File: src/rtl/dmem_arbiter_if.sv
// rtl/dmem_arbiter_if.sv - requester-side data memory access port
interface dmem_arbiter_if #(
  parameter int ADDR_W = 5,
  parameter int DATA_W = 32
);
  logic              req;
  logic              we;
  logic [ADDR_W-1:0] addr;
  logic [DATA_W-1:0] wdata;
  logic              gnt;
  logic              rvalid;
  logic [DATA_W-1:0] rdata;

  // Requester side (MEM stage or loader)
  modport master (
    output req, we, addr, wdata,
    input  gnt, rvalid, rdata
  );

  // Arbiter side
  modport slave (
    input  req, we, addr, wdata,
    output gnt, rvalid, rdata
  );
endinterface

File: src/rtl/dmem_arbiter.sv
// rtl/dmem_arbiter.sv - two-port data memory arbiter, port 0 priority with port 1 starvation guard
module dmem_arbiter #(
  parameter int ADDR_W     = 5,
  parameter int DATA_W     = 32,
  parameter int STARVE_MAX = 4
) (
  input  logic              clk,
  input  logic              rst,
  dmem_arbiter_if.slave     p0,
  dmem_arbiter_if.slave     p1,
  output logic              stall_mem,
  output logic              mem_wrEnable,
  output logic [ADDR_W-1:0] mem_wrAddress,
  output logic [DATA_W-1:0] mem_wrData,
  output logic              mem_rdEnable,
  output logic [ADDR_W-1:0] mem_rdAddress,
  input  logic [DATA_W-1:0] mem_rdData
);

  localparam logic [3:0] StarveMax = 4'(STARVE_MAX);

  logic [3:0] starveCnt;
  logic       force1;
  logic       p0Gnt;
  logic       p1Gnt;

  // Grants are suppressed during reset so nothing issued in that cycle reaches memory
  always_comb begin
    force1 = p1.req && (starveCnt == StarveMax);
    p1Gnt  = !rst && p1.req && (!p0.req || force1);
    p0Gnt  = !rst && p0.req && !p1Gnt;
  end

  assign p0.gnt    = p0Gnt;
  assign p1.gnt    = p1Gnt;
  assign stall_mem = !rst && p0.req && !p0Gnt;

  // Steer the granted port onto the memory; idle bus is driven to zero
  always_comb begin
    mem_wrEnable  = 1'b0;
    mem_rdEnable  = 1'b0;
    mem_wrAddress = '0;
    mem_rdAddress = '0;
    mem_wrData    = '0;
    if (p0Gnt) begin
      mem_wrEnable  = p0.we;
      mem_rdEnable  = !p0.we;
      mem_wrAddress = p0.addr;
      mem_rdAddress = p0.addr;
      if (p0.we) mem_wrData = p0.wdata;
    end else if (p1Gnt) begin
      mem_wrEnable  = p1.we;
      mem_rdEnable  = !p1.we;
      mem_wrAddress = p1.addr;
      mem_rdAddress = p1.addr;
      if (p1.we) mem_wrData = p1.wdata;
    end
  end

  // Capture read data at the end of a granted read; rdata holds until that port reads again
  always_ff @(posedge clk) begin
    if (rst) begin
      p0.rvalid <= 1'b0;
      p1.rvalid <= 1'b0;
      p0.rdata  <= '0;
      p1.rdata  <= '0;
    end else begin
      p0.rvalid <= p0Gnt && !p0.we;
      p1.rvalid <= p1Gnt && !p1.we;
      if (p0Gnt && !p0.we) p0.rdata <= mem_rdData;
      if (p1Gnt && !p1.we) p1.rdata <= mem_rdData;
    end
  end

  // Count consecutive denied port 1 cycles, saturating where the forced grant kicks in
  always_ff @(posedge clk) begin
    if (rst) begin
      starveCnt <= '0;
    end else if (p1.req && !p1Gnt) begin
      if (starveCnt != StarveMax) starveCnt <= starveCnt + 4'd1;
    end else begin
      starveCnt <= '0;
    end
  end

endmodule

File: src/flat_wrapper.sv
// flat-port wrapper written by rule: the top's interface ports become plain ports
module dmem_arbiter_flat 
#(
  parameter int ADDR_W     = 5,
  parameter int DATA_W     = 32,
  parameter int STARVE_MAX = 4
)
  (clk, rst, stall_mem, mem_wrEnable, mem_wrAddress, mem_wrData, mem_rdEnable, mem_rdAddress, mem_rdData, p0_req, p0_we, p0_addr, p0_wdata, p0_gnt, p0_rvalid, p0_rdata, p1_req, p1_we, p1_addr, p1_wdata, p1_gnt, p1_rvalid, p1_rdata);
  dmem_arbiter_if #(.ADDR_W(ADDR_W), .DATA_W(DATA_W)) p0_i ();
  dmem_arbiter_if #(.ADDR_W(ADDR_W), .DATA_W(DATA_W)) p1_i ();
  input  logic clk;
  input  logic rst;
  output logic stall_mem;
  output logic mem_wrEnable;
  output logic [ADDR_W-1:0] mem_wrAddress;
  output logic [DATA_W-1:0] mem_wrData;
  output logic mem_rdEnable;
  output logic [ADDR_W-1:0] mem_rdAddress;
  input  logic [DATA_W-1:0] mem_rdData;
  input wire logic [$bits(p0_i.req)-1:0] p0_req;
  input wire logic [$bits(p0_i.we)-1:0] p0_we;
  input wire logic [$bits(p0_i.addr)-1:0] p0_addr;
  input wire logic [$bits(p0_i.wdata)-1:0] p0_wdata;
  output wire logic [$bits(p0_i.gnt)-1:0] p0_gnt;
  output wire logic [$bits(p0_i.rvalid)-1:0] p0_rvalid;
  output wire logic [$bits(p0_i.rdata)-1:0] p0_rdata;
  input wire logic [$bits(p1_i.req)-1:0] p1_req;
  input wire logic [$bits(p1_i.we)-1:0] p1_we;
  input wire logic [$bits(p1_i.addr)-1:0] p1_addr;
  input wire logic [$bits(p1_i.wdata)-1:0] p1_wdata;
  output wire logic [$bits(p1_i.gnt)-1:0] p1_gnt;
  output wire logic [$bits(p1_i.rvalid)-1:0] p1_rvalid;
  output wire logic [$bits(p1_i.rdata)-1:0] p1_rdata;
  assign p0_i.req = p0_req;
  assign p0_i.we = p0_we;
  assign p0_i.addr = p0_addr;
  assign p0_i.wdata = p0_wdata;
  assign p0_gnt = p0_i.gnt;
  assign p0_rvalid = p0_i.rvalid;
  assign p0_rdata = p0_i.rdata;
  assign p1_i.req = p1_req;
  assign p1_i.we = p1_we;
  assign p1_i.addr = p1_addr;
  assign p1_i.wdata = p1_wdata;
  assign p1_gnt = p1_i.gnt;
  assign p1_rvalid = p1_i.rvalid;
  assign p1_rdata = p1_i.rdata;
  dmem_arbiter #(.ADDR_W(ADDR_W), .DATA_W(DATA_W), .STARVE_MAX(STARVE_MAX)) u_core (.clk(clk), .rst(rst), .p0(p0_i), .p1(p1_i), .stall_mem(stall_mem), .mem_wrEnable(mem_wrEnable), .mem_wrAddress(mem_wrAddress), .mem_wrData(mem_wrData), .mem_rdEnable(mem_rdEnable), .mem_rdAddress(mem_rdAddress), .mem_rdData(mem_rdData));
endmodule
File: config.mk
export PLATFORM = sky130hd
export DESIGN_NAME = dmem_arbiter_flat
export DESIGN_NICKNAME = d
export VERILOG_FILES = /design/src/rtl/dmem_arbiter_if.sv /design/src/rtl/dmem_arbiter.sv /design/src/flat_wrapper.sv
export SDC_FILE = /design/constraint.sdc
export NUM_CORES = 1
export LEC_CHECK = 0
export CAP_MARGIN = 10
export CORE_AREA = 3 3 86 88
export CTS_CLUSTER_DIAMETER = 80
export DETAILED_ROUTE_END_ITERATION = 16
export DIE_AREA = 0 0 89 91
export DONT_BUFFER_PORTS = 1
export PLACE_DENSITY = 0.71
export SYNTH_ARGS = -nofsm -noshare
export SYNTH_HDL_FRONTEND = slang
export SYNTH_SLANG_ARGS = --single-unit
File: constraint.sdc
create_clock -name clk -period 2.3 [get_ports clk]
set_input_delay 0.69 -clock clk [delete_from_list [all_inputs] [get_ports clk]]
set_output_delay 0.69 -clock clk [all_outputs]
set_load 0.02 [all_outputs]
Word-level counts from Yosys, hierarchy flattened
Index checks and enable logic that the tools add are counted.

Register bits: 70. Input bits: 112. Output and inout bits: 113. Word-level logic and storage cells: 36.

Add/sub/neg operators: 1. Equal/unequal tests: 2. Mux-type cells: 10. Bitwise logic cells: 1. Reductions and logical operators: 17.

Operator list (number): $mux 32 (4); $mux 5 (2); $logic_and 1x1->1 (9); $logic_not 1->1 (6); $add 4x1->4 const B (1); $eq 4x3->1 const B (1); $mux 1 (4); $ne 4x3->1 const B (1); $reduce_or 2->1 (1); $logic_or 1x1->1 (1); $not 1->1 (1).

Longest topological paths before layout
Depth in word-level cells: 8. Depth in mapped cells: 7. Depth with buffers taken out: 5.

Least setup slack after synthesis
Ideal clock, no wire load.

Kind: input to output. Start point: input port rst. End point: output port mem_wrAddress[0]. Arrival time: 1.973 ns. Setup slack: -0.363 ns. Stages: 4. Buffers on the path: 1. Cells stage by stage: nand2b_1 a21oi_1 a22o_1 buf_4.

Longest elaborated chain between the ends: 6.

Ends and longest elaborated chain: start: declaration (RTL line flat_wrapper.sv:12) `input logic rst;`; $logic_not 1->1 (*) (RTL line dmem_arbiter.sv:30) `p1Gnt = !rst && p1.req && (!p0.req || force1);`; $logic_and 1x1->1 (*) (2 in series) (RTL line dmem_arbiter.sv:30); via p1_gnt (RTL line flat_wrapper.sv:31) `output wire logic [$bits(p1_i.gnt)-1:0] p1_gnt;`; $logic_not 1->1 (RTL line dmem_arbiter.sv:31) `p0Gnt = !rst && p0.req && !p1Gnt;`; $logic_and 1x1->1 (RTL line dmem_arbiter.sv:31); $mux 5 (*); end: declaration (RTL line flat_wrapper.sv:15) `output logic [ADDR_W-1:0] mem_wrAddress;`.

Mark *: on every way through the listed nets, which the timed path passes. The rest lies on a longest branch.

Worst setup path in the final report
Start point: register u_core.starveCnt[1]. End point: output port mem_wrData[17].

Longest elaborated chain between the ends: 7.

Ends and longest elaborated chain: start: declaration (RTL line dmem_arbiter.sv:22) `logic [3:0] starveCnt;`; start signal: assignment (RTL line dmem_arbiter.sv:80) `if (starveCnt != StarveMax) starveCnt <= starveCnt + 4'd1;`; $eq 4x3->1 (*) (RTL line dmem_arbiter.sv:29) `force1 = p1.req && (starveCnt == StarveMax);`; $logic_and 1x1->1 (*) (RTL line dmem_arbiter.sv:29); $logic_or 1x1->1 (*) (RTL line dmem_arbiter.sv:30); $logic_and 1x1->1 (*) (RTL line dmem_arbiter.sv:30); $logic_not 1->1 (RTL line dmem_arbiter.sv:31); $logic_and 1x1->1 (RTL line dmem_arbiter.sv:31); $mux 32 (*) (RTL line dmem_arbiter.sv:45) `if (p0Gnt) begin`; end: declaration (RTL line flat_wrapper.sv:16) `output logic [DATA_W-1:0] mem_wrData;`.

Every way passes the cells marked *; elsewhere a longest branch is shown, timed or not.

==> out/results.txt <==
Setup TNS: -5.48 ns
Crit path cell chain: inv_2 -> ha_4 -> nand3b_1 -> a211oi_4 -> buf_6 -> buf_12 -> a22o_1 -> buf_6
Crit path buf inv count: 4
Clk_lat worst skew: 0.34 ns
Iter 0 DRT Violations: 74
Avg WL per Cell: 25.7 um
Pleak: 0.00174 uW
Seq/Total Area, Yosys: 42.8%
Final Routed Wirelength: 11000 um
Kind of cell adding the most delay to the critical path: buffers and inverters
Clock Root Buffer: clkbuf_8
Setup ws final: -0.200 ns
Setup-failing EPs final: 45
Worst Reg-to-Reg Cells: 14
Crit path DAT: 1.81 ns
VDD IR max: 0.484 mV
Final Wtd Congestion: 0.808
Tmin final: 2.50 ns
Max-slew violations: 0
Crit path launch type: flip-flop
Critical Path RT: 1.61 ns
Total die area: 0.00810 mm2
Vias in the first global route: 2762
Failing checks: setup timing
Placed Area: 0.00350 mm2
Syn Inst Count: 336
ANT cells: 0
Slew at the pin closest to its max-slew limit: 0.379 ns
Largest net degree at the start of global routing: 69
Total grt overflow: 0
Area growth syn-to-layout: 26.3%
Critical path depth: 8
Hpwl dp: 7730 um
Total core area: 0.00672 mm2
Initial core utilization: 48.7%
Routed Antenna Nets: 0
Count of input and output buffers: 0
H-tree level count: 3
Total track usage: 27.0%
Syn_nets: 450
Hold path depth: 1
Run status: finished, violations left
CTS Sinks: 70
Critical path class: reg2out
Routed via count: 2663
Syn Area/Cell: 9.74 um2
Filler cells: 550
Synthesized flop and latch total: 70
First-pass GRT wire length: 16200 um
Final Cell Area: 0.00413 mm2
Nets@finish: 458
Max FO, Critical Path: 5
Drt drc: 0
Die Width: 89 um
Y dimension of the die: 91 um
Clock tree from TritonCTS: built
Slowest CP cell: dfxtp_2
Most used cell, CP: buf_6
Via-to-Cell Ratio: 6.21
Critical Path Sink Type: output pin
Worst Hold Class: in2reg
Post-CTS Hold Buffers: 0
Setup Skew: 0.0117 ns
Count of cell types in the netlist: 30
Crit share post-route: 109%
TritonCTS Buffers: 9
Achievable Freq: 0.400 GHz
Pre-antenna DRT Iters: 4
Total of warnings raised by yosys: 0
Final Hold Vio Count: 0
CTS max path bufs: 2
Post-Syn Area: 0.00327 mm2
Num ports: 225
# Max-Cap Violations: 0
Max incr delay on CP: 0.33 ns
Pwr dens: 628 mW/mm2
RSZ-0062 raised after global routing: true
Clock Pin Slew Worst Setup and Hold Paths: 0.08 ns
Worst rel slew slack: 74.7%
Initial antenna violation count: 0
Share of post-route cells with drive strength above 1: 38.1%
Site row count: 30
-- routing by layer --
metal / GRT usage, % / wire [um] / up-vias
met5: 0 / 0 / -
met4: 8.56 / 189 / 0
met3: 8.44 / 937 / 14
met2: 47.5 / 5860 / 124
met1: 30.4 / 4030 / 1306
li1: - / - / 1219
-- report_power, final --
part / switching [uW] / total (uW) / internal, uW
clock network: 484 / 987 / 502
registers: 77.0 / 1330 / 1250
logic: 141 / 280 / 139
-- Yosys cell counts, drive strengths merged --
library cell / instances / area, um2
inv: 5 / 18.8
a211oi: 1 / 12.5
nor2b: 33 / 206
nand3b: 1 / 7.51
or2: 1 / 6.26
clkbuf: 23 / 86.3
nor3b: 1 / 12.5
xnor2: 1 / 8.76
and3: 1 / 6.26
nor2: 5 / 18.8
or3b: 1 / 8.76
nand2b: 1 / 6.26
a211o: 1 / 8.76
o21ai: 33 / 165
ha: 2 / 25.0
and4b: 1 / 10.0
xor2: 1 / 8.76
a22o: 37 / 324
buf: 15 / 109
and2: 2 / 12.5
nand4b: 1 / 8.76
nand3: 34 / 170
mux2: 32 / 465
dfxtp: 70 / 1400
a21oi: 33 / 165
-- cells in the final DEF, fill, tap and decap left out, drive strengths merged, types with 2 or more instances in the layout --
master / synthesis / final
mux2: 32 / 32
a22o: 37 / 37
nor2b: 33 / 33
clkinvlp: 0 / 2
and2: 2 / 2
dfxtp: 70 / 70
buf: 15 / 35
nand3: 34 / 34
clkbuf: 23 / 9
clkinv: 0 / 3
inv: 5 / 6
nor2: 5 / 5
o21ai: 33 / 33
ha: 2 / 2
a21oi: 33 / 33
-- worst paths after layout --
check                      start             endpoint  slack, ns
max          u_core.starveCnt[1]       mem_wrData[17]      -0.20
min                          rst   u_core.p0.rdata[1]       0.43
max reg2reg  u_core.starveCnt[1]  u_core.p0.rdata[29]       0.16
min reg2reg  u_core.starveCnt[0]  u_core.starveCnt[0]       0.53
-- repair_timing --
item	in CTS	in global routing
pin swaps	29	7
setup buffers	21	2
cloned	3	0
endpoints found under the hold margin	0	0
gates resized for setup	52	0
endpoints found under the setup margin	47	58
-- kinds of logic after synthesis --
| kind of cell | after synthesis | share of synthesized area [%] |
|---|---|---|
| xor gates and xnor gates | 2 | 0.535 |
| DFF | 70 | 42.8 |
| buffers and inverters | 43 | 6.54 |
| and+or+nand+nor | 82 | 14.5 |
| muxes | 32 | 14.2 |
| adders and majority gates | 2 | 0.764 |
| AOI/OAI and AO/OA | 105 | 20.6 |
-- registers in the layout (all words and copies together) (netlist names) --
name / count
u_core.starveCnt: 4
u_core.p1.rdata: 32
u_core.p0.rdata: 32
u_core.p0.rvalid: 1
u_core.p1.rvalid: 1
-- final cells by class --
cell class,instances,area (um2),share of cell area (%)
inverters,5,18.8,0.454
multi-input cells,223,2060,49.9
well taps,80,100,2.42
clock inverters,7,72.6,1.76
clock buffers,9,124,3.00
repair buffers,35,352,8.51
flip-flops and latches,70,1400,34.0
-- stage by stage --
| step | utilization [%] | setup WS [ns] | hold slack (ns) | total power [uW] | instances |
|---|---|---|---|---|---|
| final | 61.5 | -0.200 | 0.430 | 2600 | 429 |
| after floorplan | - | -0.0307 | 0.430 | 1580 | 336 |
| after detailed placement | 52.1 | -0.0225 | 0.450 | 1600 | 395 |
| after global placement | 52.1 | 0.0159 | 0.443 | 1590 | 395 |
| after global routing | 61.5 | -0.314 | 0.396 | 2690 | 429 |
| after CTS | 62.8 | -0.209 | 0.400 | 2620 | 434 |
-- worst register-to-register path, stage by stage, from the launching register on --
cell	delay, ns
dfxtp_2	0.33
inv_2	0.06
ha_4	0.13
nand4b_1	0.14
buf_4	0.17
buf_4	0.12
buf_4	0.12
buf_4	0.12
buf_4	0.12
buf_4	0.12
buf_4	0.12
buf_4	0.12
buf_4	0.18
nand3_1	0.11
a21oi_1	0.07
(Power assumes the default switching activity.)
